===== src/rtl/exec_branch_trap_unit_if.sv =====
// Execute-stage bus bundle for exec_branch_trap_unit.
// Carries the ALU operands and results, branch-resolution signals and the
// ID-stage trace fields. The master drives the inputs and the slave (the unit)
// drives the results.
interface exec_branch_trap_unit_if;
    // ALU / address generation / store formatting
    logic [11:0] op;
    logic        w_check;
    logic        s_check;
    logic [2:0]  s_bhwd;
    logic [63:0] src1;
    logic [63:0] src2;
    logic [63:0] imm;
    logic [63:0] data_rd;
    logic [31:0] ram_raddr;
    logic [63:0] src2_out;
    // Branch resolution
    logic [5:0]  b_check;
    logic [2:0]  pc_sel;
    logic [63:0] rs1_data;
    logic [63:0] rs2_data;
    logic [2:0]  pc_sel_out;
    // Trap / trace tracking
    logic [31:0] id_inst;
    logic [11:0] id_op;
    logic        id_ebreak;
    logic [31:0] inst_out;
    logic [11:0] op_out;
    logic        ebreak_out;

    modport master (
        output op, w_check, s_check, s_bhwd, src1, src2, imm,
        output b_check, pc_sel, rs1_data, rs2_data,
        output id_inst, id_op, id_ebreak,
        input  data_rd, ram_raddr, src2_out, pc_sel_out,
        input  inst_out, op_out, ebreak_out
    );

    modport slave (
        input  op, w_check, s_check, s_bhwd, src1, src2, imm,
        input  b_check, pc_sel, rs1_data, rs2_data,
        input  id_inst, id_op, id_ebreak,
        output data_rd, ram_raddr, src2_out, pc_sel_out,
        output inst_out, op_out, ebreak_out
    );
endinterface


===== src/rtl/exec_branch_trap_unit.sv =====
// Execute-stage slice of the RV64 pipeline: combinational ALU with address
// generation and store-data formatting, combinational branch resolver, and a
// one-stage trap/trace tracker (the only clocked logic).
// Optional feature macro: ALU_MULDIV_EN adds the RV64M ops (codes 13-20);
// without it those codes return 0 and no multiplier/divider exists.
module exec_branch_trap_unit #(
    parameter int XLEN = 64
) (
    input logic                  clk,
    input logic                  rst,
    exec_branch_trap_unit_if.slave bus
);
    localparam logic [11:0] OP_ADD    = 12'd1;
    localparam logic [11:0] OP_SUB    = 12'd2;
    localparam logic [11:0] OP_SLL    = 12'd3;
    localparam logic [11:0] OP_SLT    = 12'd4;
    localparam logic [11:0] OP_SLTU   = 12'd5;
    localparam logic [11:0] OP_XOR    = 12'd6;
    localparam logic [11:0] OP_SRL    = 12'd7;
    localparam logic [11:0] OP_SRA    = 12'd8;
    localparam logic [11:0] OP_OR     = 12'd9;
    localparam logic [11:0] OP_AND    = 12'd10;
    localparam logic [11:0] OP_PASS2  = 12'd11;
    localparam logic [11:0] OP_SNPC   = 12'd12;
`ifdef ALU_MULDIV_EN
    localparam logic [11:0] OP_MUL    = 12'd13;
    localparam logic [11:0] OP_MULH   = 12'd14;
    localparam logic [11:0] OP_MULHSU = 12'd15;
    localparam logic [11:0] OP_MULHU  = 12'd16;
    localparam logic [11:0] OP_DIV    = 12'd17;
    localparam logic [11:0] OP_DIVU   = 12'd18;
    localparam logic [11:0] OP_REM    = 12'd19;
    localparam logic [11:0] OP_REMU   = 12'd20;
`endif

    logic [XLEN-1:0] a;
    logic [XLEN-1:0] b;
    logic [31:0]     a32;
    logic [31:0]     b32;
    logic [5:0]      sh64;
    logic [4:0]      sh32;
    logic [XLEN-1:0] sra64;
    logic [31:0]     sra32;
    logic [XLEN-1:0] res64;
    logic [31:0]     res32;

    assign a    = bus.src1;
    assign b    = bus.src2;
    assign a32  = a[31:0];
    assign b32  = b[31:0];
    assign sh64 = b[5:0];
    assign sh32 = b[4:0];
    // Arithmetic shifts kept separate so the signed context is not lost in the mux
    assign sra64 = $signed(a) >>> sh64;
    assign sra32 = $signed(a32) >>> sh32;

`ifdef ALU_MULDIV_EN
    // One unsigned multiplier per width; signed high halves are derived by
    // subtracting the sign corrections from the unsigned high half.
    logic [127:0] prod64;
    logic [63:0]  prod32;
    logic [63:0]  mulh_ss64, mulh_su64;
    logic [31:0]  mulh_ss32, mulh_su32;
    logic         ovf64, ovf32;
    logic [63:0]  q_s64_raw, r_s64_raw, q_s64, r_s64, q_u64, r_u64;
    logic [31:0]  q_s32_raw, r_s32_raw, q_s32, r_s32, q_u32, r_u32;

    assign prod64    = {64'b0, a} * {64'b0, b};
    assign prod32    = {32'b0, a32} * {32'b0, b32};
    assign mulh_su64 = prod64[127:64] - (a[63] ? b : 64'd0);
    assign mulh_ss64 = mulh_su64 - (b[63] ? a : 64'd0);
    assign mulh_su32 = prod32[63:32] - (a32[31] ? b32 : 32'd0);
    assign mulh_ss32 = mulh_su32 - (b32[31] ? a32 : 32'd0);

    // Division corner cases: x/0 gives all ones with remainder x;
    // most-negative / -1 gives the dividend with remainder 0.
    assign ovf64     = (a == 64'h8000_0000_0000_0000) && (b == '1);
    assign ovf32     = (a32 == 32'h8000_0000) && (b32 == '1);
    assign q_s64_raw = $signed(a) / $signed(b);
    assign r_s64_raw = $signed(a) % $signed(b);
    assign q_s32_raw = $signed(a32) / $signed(b32);
    assign r_s32_raw = $signed(a32) % $signed(b32);
    assign q_s64 = (b == 64'd0) ? '1 : (ovf64 ? a : q_s64_raw);
    assign r_s64 = (b == 64'd0) ? a  : (ovf64 ? 64'd0 : r_s64_raw);
    assign q_u64 = (b == 64'd0) ? '1 : a / b;
    assign r_u64 = (b == 64'd0) ? a  : a % b;
    assign q_s32 = (b32 == 32'd0) ? '1  : (ovf32 ? a32 : q_s32_raw);
    assign r_s32 = (b32 == 32'd0) ? a32 : (ovf32 ? 32'd0 : r_s32_raw);
    assign q_u32 = (b32 == 32'd0) ? '1  : a32 / b32;
    assign r_u32 = (b32 == 32'd0) ? a32 : a32 % b32;
`endif

    // Full-width ALU result
    always_comb begin
        res64 = '0;
        case (bus.op)
            OP_ADD:    res64 = a + b;
            OP_SUB:    res64 = a - b;
            OP_SLL:    res64 = a << sh64;
            OP_SLT:    res64 = {63'b0, $signed(a) < $signed(b)};
            OP_SLTU:   res64 = {63'b0, a < b};
            OP_XOR:    res64 = a ^ b;
            OP_SRL:    res64 = a >> sh64;
            OP_SRA:    res64 = sra64;
            OP_OR:     res64 = a | b;
            OP_AND:    res64 = a & b;
            OP_PASS2:  res64 = b;
            OP_SNPC:   res64 = a + 64'd4;
`ifdef ALU_MULDIV_EN
            OP_MUL:    res64 = prod64[63:0];
            OP_MULH:   res64 = mulh_ss64;
            OP_MULHSU: res64 = mulh_su64;
            OP_MULHU:  res64 = prod64[127:64];
            OP_DIV:    res64 = q_s64;
            OP_DIVU:   res64 = q_u64;
            OP_REM:    res64 = r_s64;
            OP_REMU:   res64 = r_u64;
`endif
            default:   res64 = '0;
        endcase
    end

    // 32-bit (*W) ALU result, sign-extended at the output mux
    always_comb begin
        res32 = '0;
        case (bus.op)
            OP_ADD:    res32 = a32 + b32;
            OP_SUB:    res32 = a32 - b32;
            OP_SLL:    res32 = a32 << sh32;
            OP_SLT:    res32 = {31'b0, $signed(a32) < $signed(b32)};
            OP_SLTU:   res32 = {31'b0, a32 < b32};
            OP_XOR:    res32 = a32 ^ b32;
            OP_SRL:    res32 = a32 >> sh32;
            OP_SRA:    res32 = sra32;
            OP_OR:     res32 = a32 | b32;
            OP_AND:    res32 = a32 & b32;
            OP_PASS2:  res32 = b32;
            OP_SNPC:   res32 = a32 + 32'd4;
`ifdef ALU_MULDIV_EN
            OP_MUL:    res32 = prod32[31:0];
            OP_MULH:   res32 = mulh_ss32;
            OP_MULHSU: res32 = mulh_su32;
            OP_MULHU:  res32 = prod32[63:32];
            OP_DIV:    res32 = q_s32;
            OP_DIVU:   res32 = q_u32;
            OP_REM:    res32 = r_s32;
            OP_REMU:   res32 = r_u32;
`endif
            default:   res32 = '0;
        endcase
    end

    assign bus.data_rd   = bus.w_check ? {{32{res32[31]}}, res32} : res64;
    // Only the low 32 address bits reach the data memory
    assign bus.ram_raddr = bus.src1[31:0] + bus.imm[31:0];

    // Store data: keep the low 1/2/4/8 byte lanes, zero the rest
    logic [3:0]      store_bytes;
    logic [XLEN-1:0] store_data;

    always_comb begin
        store_bytes = 4'd0;
        case (bus.s_bhwd)
            3'd1:    store_bytes = 4'd1;
            3'd2:    store_bytes = 4'd2;
            3'd3:    store_bytes = 4'd4;
            3'd4:    store_bytes = 4'd8;
            default: store_bytes = 4'd0;
        endcase
    end

    generate
        for (genvar gi = 0; gi < XLEN / 8; gi++) begin : g_store_lane
            assign store_data[gi*8 +: 8] =
                (!bus.s_check || (4'(gi) < store_bytes)) ? b[gi*8 +: 8] : 8'h00;
        end
    endgenerate

    assign bus.src2_out = store_data;

    // Branch resolution: one-hot type selects its condition; none passes the
    // decoded select through; several bits set is treated as not taken.
    logic       br_eq, br_lt, br_ltu, br_multi, br_taken;
    logic [5:0] br_cond;

    always_comb begin
        br_eq    = (bus.rs1_data == bus.rs2_data);
        br_lt    = ($signed(bus.rs1_data) < $signed(bus.rs2_data));
        br_ltu   = (bus.rs1_data < bus.rs2_data);
        br_cond  = {~br_ltu, br_ltu, ~br_lt, br_lt, ~br_eq, br_eq};
        br_multi = |(bus.b_check & (bus.b_check - 6'd1));
        br_taken = |(bus.b_check & br_cond);
        if (bus.b_check == 6'd0)
            bus.pc_sel_out = bus.pc_sel;
        else if (br_multi || !br_taken)
            bus.pc_sel_out = 3'd0;
        else
            bus.pc_sel_out = bus.pc_sel;
    end

    // Trap/trace tracker: follow ID every cycle; reset shows a bubble marker
    always_ff @(posedge clk or posedge rst) begin
        if (rst) begin
            bus.inst_out   <= 32'hFFFF_FFFF;
            bus.op_out     <= 12'd0;
            bus.ebreak_out <= 1'b0;
        end else begin
            bus.inst_out   <= bus.id_inst;
            bus.op_out     <= bus.id_op;
            bus.ebreak_out <= bus.id_ebreak;
        end
    end
endmodule


===== src/flat_wrapper.sv =====
// flat-port wrapper written by rule: the top's interface ports become plain ports
module exec_branch_trap_unit_flat 
#(
    parameter int XLEN = 64
)
  (clk, rst, bus_op, bus_w_check, bus_s_check, bus_s_bhwd, bus_src1, bus_src2, bus_imm, bus_b_check, bus_pc_sel, bus_rs1_data, bus_rs2_data, bus_id_inst, bus_id_op, bus_id_ebreak, bus_data_rd, bus_ram_raddr, bus_src2_out, bus_pc_sel_out, bus_inst_out, bus_op_out, bus_ebreak_out);
  exec_branch_trap_unit_if bus_i ();
  input logic clk;
  input logic rst;
  input wire logic [$bits(bus_i.op)-1:0] bus_op;
  input wire logic [$bits(bus_i.w_check)-1:0] bus_w_check;
  input wire logic [$bits(bus_i.s_check)-1:0] bus_s_check;
  input wire logic [$bits(bus_i.s_bhwd)-1:0] bus_s_bhwd;
  input wire logic [$bits(bus_i.src1)-1:0] bus_src1;
  input wire logic [$bits(bus_i.src2)-1:0] bus_src2;
  input wire logic [$bits(bus_i.imm)-1:0] bus_imm;
  input wire logic [$bits(bus_i.b_check)-1:0] bus_b_check;
  input wire logic [$bits(bus_i.pc_sel)-1:0] bus_pc_sel;
  input wire logic [$bits(bus_i.rs1_data)-1:0] bus_rs1_data;
  input wire logic [$bits(bus_i.rs2_data)-1:0] bus_rs2_data;
  input wire logic [$bits(bus_i.id_inst)-1:0] bus_id_inst;
  input wire logic [$bits(bus_i.id_op)-1:0] bus_id_op;
  input wire logic [$bits(bus_i.id_ebreak)-1:0] bus_id_ebreak;
  output wire logic [$bits(bus_i.data_rd)-1:0] bus_data_rd;
  output wire logic [$bits(bus_i.ram_raddr)-1:0] bus_ram_raddr;
  output wire logic [$bits(bus_i.src2_out)-1:0] bus_src2_out;
  output wire logic [$bits(bus_i.pc_sel_out)-1:0] bus_pc_sel_out;
  output wire logic [$bits(bus_i.inst_out)-1:0] bus_inst_out;
  output wire logic [$bits(bus_i.op_out)-1:0] bus_op_out;
  output wire logic [$bits(bus_i.ebreak_out)-1:0] bus_ebreak_out;
  assign bus_i.op = bus_op;
  assign bus_i.w_check = bus_w_check;
  assign bus_i.s_check = bus_s_check;
  assign bus_i.s_bhwd = bus_s_bhwd;
  assign bus_i.src1 = bus_src1;
  assign bus_i.src2 = bus_src2;
  assign bus_i.imm = bus_imm;
  assign bus_i.b_check = bus_b_check;
  assign bus_i.pc_sel = bus_pc_sel;
  assign bus_i.rs1_data = bus_rs1_data;
  assign bus_i.rs2_data = bus_rs2_data;
  assign bus_i.id_inst = bus_id_inst;
  assign bus_i.id_op = bus_id_op;
  assign bus_i.id_ebreak = bus_id_ebreak;
  assign bus_data_rd = bus_i.data_rd;
  assign bus_ram_raddr = bus_i.ram_raddr;
  assign bus_src2_out = bus_i.src2_out;
  assign bus_pc_sel_out = bus_i.pc_sel_out;
  assign bus_inst_out = bus_i.inst_out;
  assign bus_op_out = bus_i.op_out;
  assign bus_ebreak_out = bus_i.ebreak_out;
  exec_branch_trap_unit #(.XLEN(XLEN)) u_core (.clk(clk), .rst(rst), .bus(bus_i));
endmodule

===== config.mk =====
export PLATFORM = sky130hd
export DESIGN_NAME = exec_branch_trap_unit_flat
export DESIGN_NICKNAME = d
export VERILOG_FILES = /design/src/rtl/exec_branch_trap_unit_if.sv /design/src/rtl/exec_branch_trap_unit.sv /design/src/flat_wrapper.sv
export SDC_FILE = /design/constraint.sdc
export NUM_CORES = 2
export LEC_CHECK = 0
export CORE_UTILIZATION = 40
export CTS_BUF_LIST = sky130_fd_sc_hd__clkbuf_4 sky130_fd_sc_hd__clkbuf_8
export DETAILED_ROUTE_END_ITERATION = 10
export PLACE_DENSITY = 0.65
export SLEW_MARGIN = 10
export SYNTH_ARGS = -nofsm -noshare
export SYNTH_HDL_FRONTEND = slang
export SYNTH_SLANG_ARGS = --single-unit

===== constraint.sdc =====
create_clock -name clk -period 10.7 [get_ports clk]
set_input_delay 2.14 -clock clk [delete_from_list [all_inputs] [get_ports clk]]
set_output_delay 2.14 -clock clk [all_outputs]
set_load 0.02 [all_outputs]

======== Word-level counts from Yosys, hierarchy flattened ========
Cells that the tools add are included.
word-level totals
  flip-flop bits (word level) ............. 45
  bits of input ports ..................... 393
  output and inout bits ................... 208
  logic and storage cells ................. 87
operators by class
  add/subtract/negate cells ............... 8
  order comparisons ....................... 14
  equal/unequal tests ..................... 17
  shifts and indexed selects .............. 6
  mux-type cells .......................... 14
  bitwise operators ....................... 11
  reductions and logical operators ........ 14
operator list
  operator                                        number
  case mux 64 bit (12 select lines)               1
  case mux 32 bit (12 select lines)               1
  < comparator 64 bit                             4
  adder 32 bit                                    2
  adder 64 x 3 -> 64 bit, second input constant   1
  adder 64 bit                                    1
  bitwise AND 64 bit                              1
  == test 64 bit                                  1
  < comparator 32 bit                             2
  2-to-1 mux 64 bit                               1
  2-to-1 mux 8 bit                                8
  bitwise OR 64 bit                               1
  << shifter 64 x 6 -> 64 bit                     1
  right shift 64 x 6 -> 64 bit                    1
  >>> shifter 64 x 6 -> 64 bit                    1
  subtractor 64 bit                               1
  bitwise XOR 64 bit                              1
  == test 12 x 4 -> 1 bit, second input constant  5
  == test 12 x 3 -> 1 bit, second input constant  4
  adder 32 x 3 -> 32 bit, second input constant   1
  bitwise AND 32 bit                              1
  bitwise OR 32 bit                               1
  << shifter 32 x 5 -> 32 bit                     1
  right shift 32 x 5 -> 32 bit                    1
  20 further kinds                                41

======== Depth between registers and ports, before layout ========
  depth in word-level cells ............... 8
  gate-level depth with buffers ........... 20
  gate-level depth less buffers ........... 15

======== Worst setup path before layout ========
OpenSTA, ideal clock, no wires.
  kind .................................... input-to-output
  start ................................... in bus_src2[4]
  end ..................................... out bus_data_rd[58]
  data arrival time ....................... 6.720 ns
  required time ........................... 8.560 ns
  path slack .............................. 1.840 ns
  stages on the path ...................... 19
  path buffers ............................ 5
  cells stage by stage .................... clkbuf_1 -> inv_1 -> clkbuf_1 -> buf_1 -> buf_1 -> clkbuf_1 -> ha_1 -> nor2_1 -> a2111oi_4 -> nor4_2 -> a2111oi_4 -> o221a_4 -> o31a_4 -> o211ai_4 -> a31o_4 -> a21o_1 -> and4_1 -> o21ai_1 -> a41oi_1
between the ends
  longest elaborated chain between the ends .. 3
  elaborated cells between the ends (all ways) .. 13
  those cells by class .................... 4 x add/sub; 6 x shift; 3 x mux
ends and longest elaborated chain
  what                                                                                           RTL line                                                   RTL
  from (decl)                                                                                    flat_wrapper.sv:15                                         input wire logic [$bits(bus_i.src2)-1:0] bus_src2;
  subtractor 64 bit (tied with other cells)                                                      exec_branch_trap_unit.sv:98                                OP_SUB: res64 = a - b;
  case mux 64 bit (12 select lines) / case mux 32 bit (12 select lines) (equally long branches)  exec_branch_trap_unit.sv:96, exec_branch_trap_unit.sv:126
  2-to-1 mux 64 bit (*)                                                                          exec_branch_trap_unit.sv:153                               assign bus.data_rd = bus.w_check ? {{32{res32[31]}}, res32} : res64;
  to (decl)                                                                                      flat_wrapper.sv:24                                         output wire logic [$bits(bus_i.data_rd)-1:0] bus_data_rd;
Every way passes the cells marked *; elsewhere a longest branch is shown, timed or not.

======== Worst setup path in the final report ========
  start ................................... in bus_src1[0]
  end ..................................... out bus_data_rd[0]
between the ends
  longest elaborated chain between the ends .. 3
  elaborated cells between the ends (all ways) .. 25
  those cells by class .................... 6 x add/sub; 4 x order compare; 6 x shift; 3 x mux; 6 x bitwise
ends and longest elaborated chain
  what                                                                                           RTL line                                                   RTL
  from (decl)                                                                                    flat_wrapper.sv:14                                         input wire logic [$bits(bus_i.src1)-1:0] bus_src1;
  adder 64 x 3 -> 64 bit (tied with other cells)                                                 exec_branch_trap_unit.sv:108                               OP_SNPC: res64 = a + 64'd4;
  case mux 64 bit (12 select lines) / case mux 32 bit (12 select lines) (equally long branches)  exec_branch_trap_unit.sv:96, exec_branch_trap_unit.sv:126
  2-to-1 mux 64 bit (*)                                                                          exec_branch_trap_unit.sv:153
Marks and branches as above.

==> flow_summary.json <==
{
  "finalSetupViolCount": 0,
  "avgSynthCellArea_sq_um": 6.78,
  "hold_depth": 1,
  "crit_chain": "clkdlybuf4s50_1 > inv_1 > ha_1 > fa_1 > o21bai_2 > a2111oi_4 > nor4_2 > a2111oi_4 > o221a_4 > o31a_4 > o211ai_4 > a31o_4 > a31oi_2 > o211ai_1 > a21boi_1 > o21a_1 > clkdlybuf4s50_1",
  "hold-path-endpoint": "u_core.bus.inst_out[12]",
  "yosysWarnings": 0,
  "areaGrowthSynthToFinish_pct": 23.9,
  "cp-end-kind": "output port",
  "arrival_ns": 7.85,
  "worstSetupPathType": "input pin to output port",
  "antenna_found_initial": 19,
  "grt_pass1_wl_um": 244000,
  "cts-root-buf": "clkbuf_8",
  "cts.repair_timing.setup_buffer_count": 0,
  "globalplace.congestion": 1.09,
  "dieArea_sq_um": 71500,
  "p_per_area_nw_per_um2": 59.7,
  "fin_cells": 5485,
  "holdWs_ns": 2.20,
  "wl_um": 173000,
  "numCtsBuffers": 5,
  "rows": 96,
  "final.min_clock_period_ns": 9.99,
  "cts_sinks": 45,
  "cts_buffer_depth": 2,
  "slew-limit-headroom_pct": 15.7,
  "cp.required_ns": 8.56,
  "grt_max_degree": 177,
  "grt_pass1_vias": 34200,
  "layout_common_cells": "561 x clkdlybuf4s50_1, 435 x a21oi_1, 435 x nor2_1",
  "final_common_cell": "clkdlybuf4s50_1",
  "yosysSeqAreaShare_pct": 4.14,
  "async_flop_share_pct": 100,
  "route.detailed.drc": 0,
  "dp_hpwl_um": 136000,
  "die_w_um": 267,
  "nets": 5259,
  "crit_path_start_kind": "input pin",
  "worstHoldStart": "bus_id_inst[12]",
  "synthCells": 4158,
  "status": "complete, no violations",
  "synth_area_sq_um": 28200,
  "rsz0062_at_grt": "false",
  "placed_cells": 5469,
  "final_antenna_net_count": 0,
  "path_buf_inv": 3,
  "grt-ovfl-total": 0,
  "tightest_slew_ns": 1.26,
  "die_h_um": 267,
  "peakVddDrop_v": 0.0000632,
  "ctsResizeCount": 0,
  "crit_fanout": 6,
  "core_sq_um": 69200,
  "vias": 37200,
  "finalInstanceArea_sq_um": 34900,
  "hold_path_class": "input pin to register",
  "fmax_ghz": 0.100,
  "dr.pass1.iters": 9,
  "ctsHoldBuffers": 0,
  "wl_met2_um": 71400,
  "highest_layer": "met5",
  "grtUsageTotal_pct": 46.3,
  "drt-met1-wl_um": 66800,
  "avgRoutedWirePerCell_um": 31.5,
  "ys_ff_latch": 45,
  "portBuffers": 568,
  "syn-num-nets": 4872,
  "avgViaCountPerCell": 6.78,
  "detailed_place.area_sq_um": 34800,
  "max_stage_delay_ns": 0.67,
  "htreeDepth": 2,
  "finalHoldViolCount": 0,
  "cp_slowest_cell": "clkdlybuf4s50_1",
  "drv_slew": 0,
  "synth-main-ff-cell": "dfstp_2",
  "crit_family": "compound AO/OA/AOI/OAI gates",
  "met3_length_um": 21600,
  "tns_ns": 0,
  "initial_core_util_pct": 40.7,
  "drive_gt1_share_pct": 8.67,
  "cts_tree": "built",
  "drv_cap": 0,
  "io-pin-count": 601,
  "drtIter0Drc": 6048,
  "ys_types": 114,
  "synth_edf_count": 0,
  "leakage_nw": 14.2,
  "timing.final.crit_share_pct": 93.4,
  "path_clk_slew_ns": 0.11
}
## flip-flops by register name, summed over array words and instances (netlist names)
register,cells
u_core.bus.op_out,12
u_core.bus.inst_out,32
u_core.bus.ebreak_out,1
## through the flow
step	setup slack [ns]	utilization [%]	total power, W
2_1_floorplan	1.84	-	0.00119
3_3_place_gp	0.964	50.3	0.00187
3_5_place_dp	1.01	50.3	0.00187
4_1_cts	0.986	50.4	0.00202
5_1_grt	0.652	50.4	0.00218
6_report	0.709	50.5	0.00208
## cell usage after synthesis (52+ instances only)
cell type | count | area, sq um
ha_1 | 318 | 3980
nor2_1 | 438 | 1640
nand2_1 | 377 | 1420
mux2i_1 | 140 | 1400
o21ai_0 | 324 | 1620
mux4_2 | 86 | 1940
a211oi_1 | 61 | 458
a21oi_1 | 435 | 2180
o211ai_1 | 63 | 473
a31oi_1 | 64 | 400
nand4_1 | 63 | 394
inv_1 | 268 | 1010
a22oi_1 | 55 | 413
xnor2_1 | 103 | 902
o21bai_1 | 52 | 390
clkbuf_1 | 184 | 691
a21o_1 | 69 | 518
nand3_1 | 92 | 460
a221oi_1 | 56 | 490
o22ai_1 | 57 | 357
nor3_1 | 79 | 395
buf_2 | 92 | 460
## worst max-delay path by stage
stage	from	endpoint	slack [ns]	cells after the start
floorplan	bus_src2[4]	bus_data_rd[58]	1.84	19
global placement	bus_src2[13]	bus_data_rd[0]	0.96	16
detailed placement	bus_src2[13]	bus_data_rd[0]	1.01	16
CTS	bus_src2[13]	bus_data_rd[0]	0.99	16
global route	bus_src2[13]	bus_data_rd[0]	0.65	16
finish	bus_src1[0]	bus_data_rd[0]	0.71	17
## final cells by class
cell class / count / area [sq um]
well taps: 931 / 1160
flip-flops and latches: 45 / 1170
diodes: 8 / 20.0
clock buffers: 5 / 68.8
inverters: 280 / 1050
repair buffers: 727 / 6900
multi-input cells: 3486 / 24500
fillers: 7113 / 34300
clock inverters: 3 / 48.8
## logic make-up after synthesis
kind of cell / synth area share (%)
mux: 12.6
xor+xnor: 3.61
flops: 4.14
simple gates: 21.0
buf+inv: 9.13
compound gates: 35.1
fa+ha+maj: 14.4
## report_power, final
| group | total (W) | switching [W] | leakage, nW | internal [W] |
|---|---|---|---|---|
| registers | 0.000186 | 0.00000221 | 0.488 | 0.000183 |
| clock network | 0.000142 | 0.0000706 | 0.0563 | 0.0000713 |
| logic | 0.00176 | 0.00109 | 13.7 | 0.000671 |
| total | 0.00208 | 0.00116 | 14.2 | 0.000926 |
## metal layers
layer,vias up,global-route usage (%)
met4,22,27.8
met1,17400,59.7
met3,648,11.4
li1,16200,-
met2,2960,69.3
met5,-,0
No activity file was read; power rests on OpenSTA's default activity.
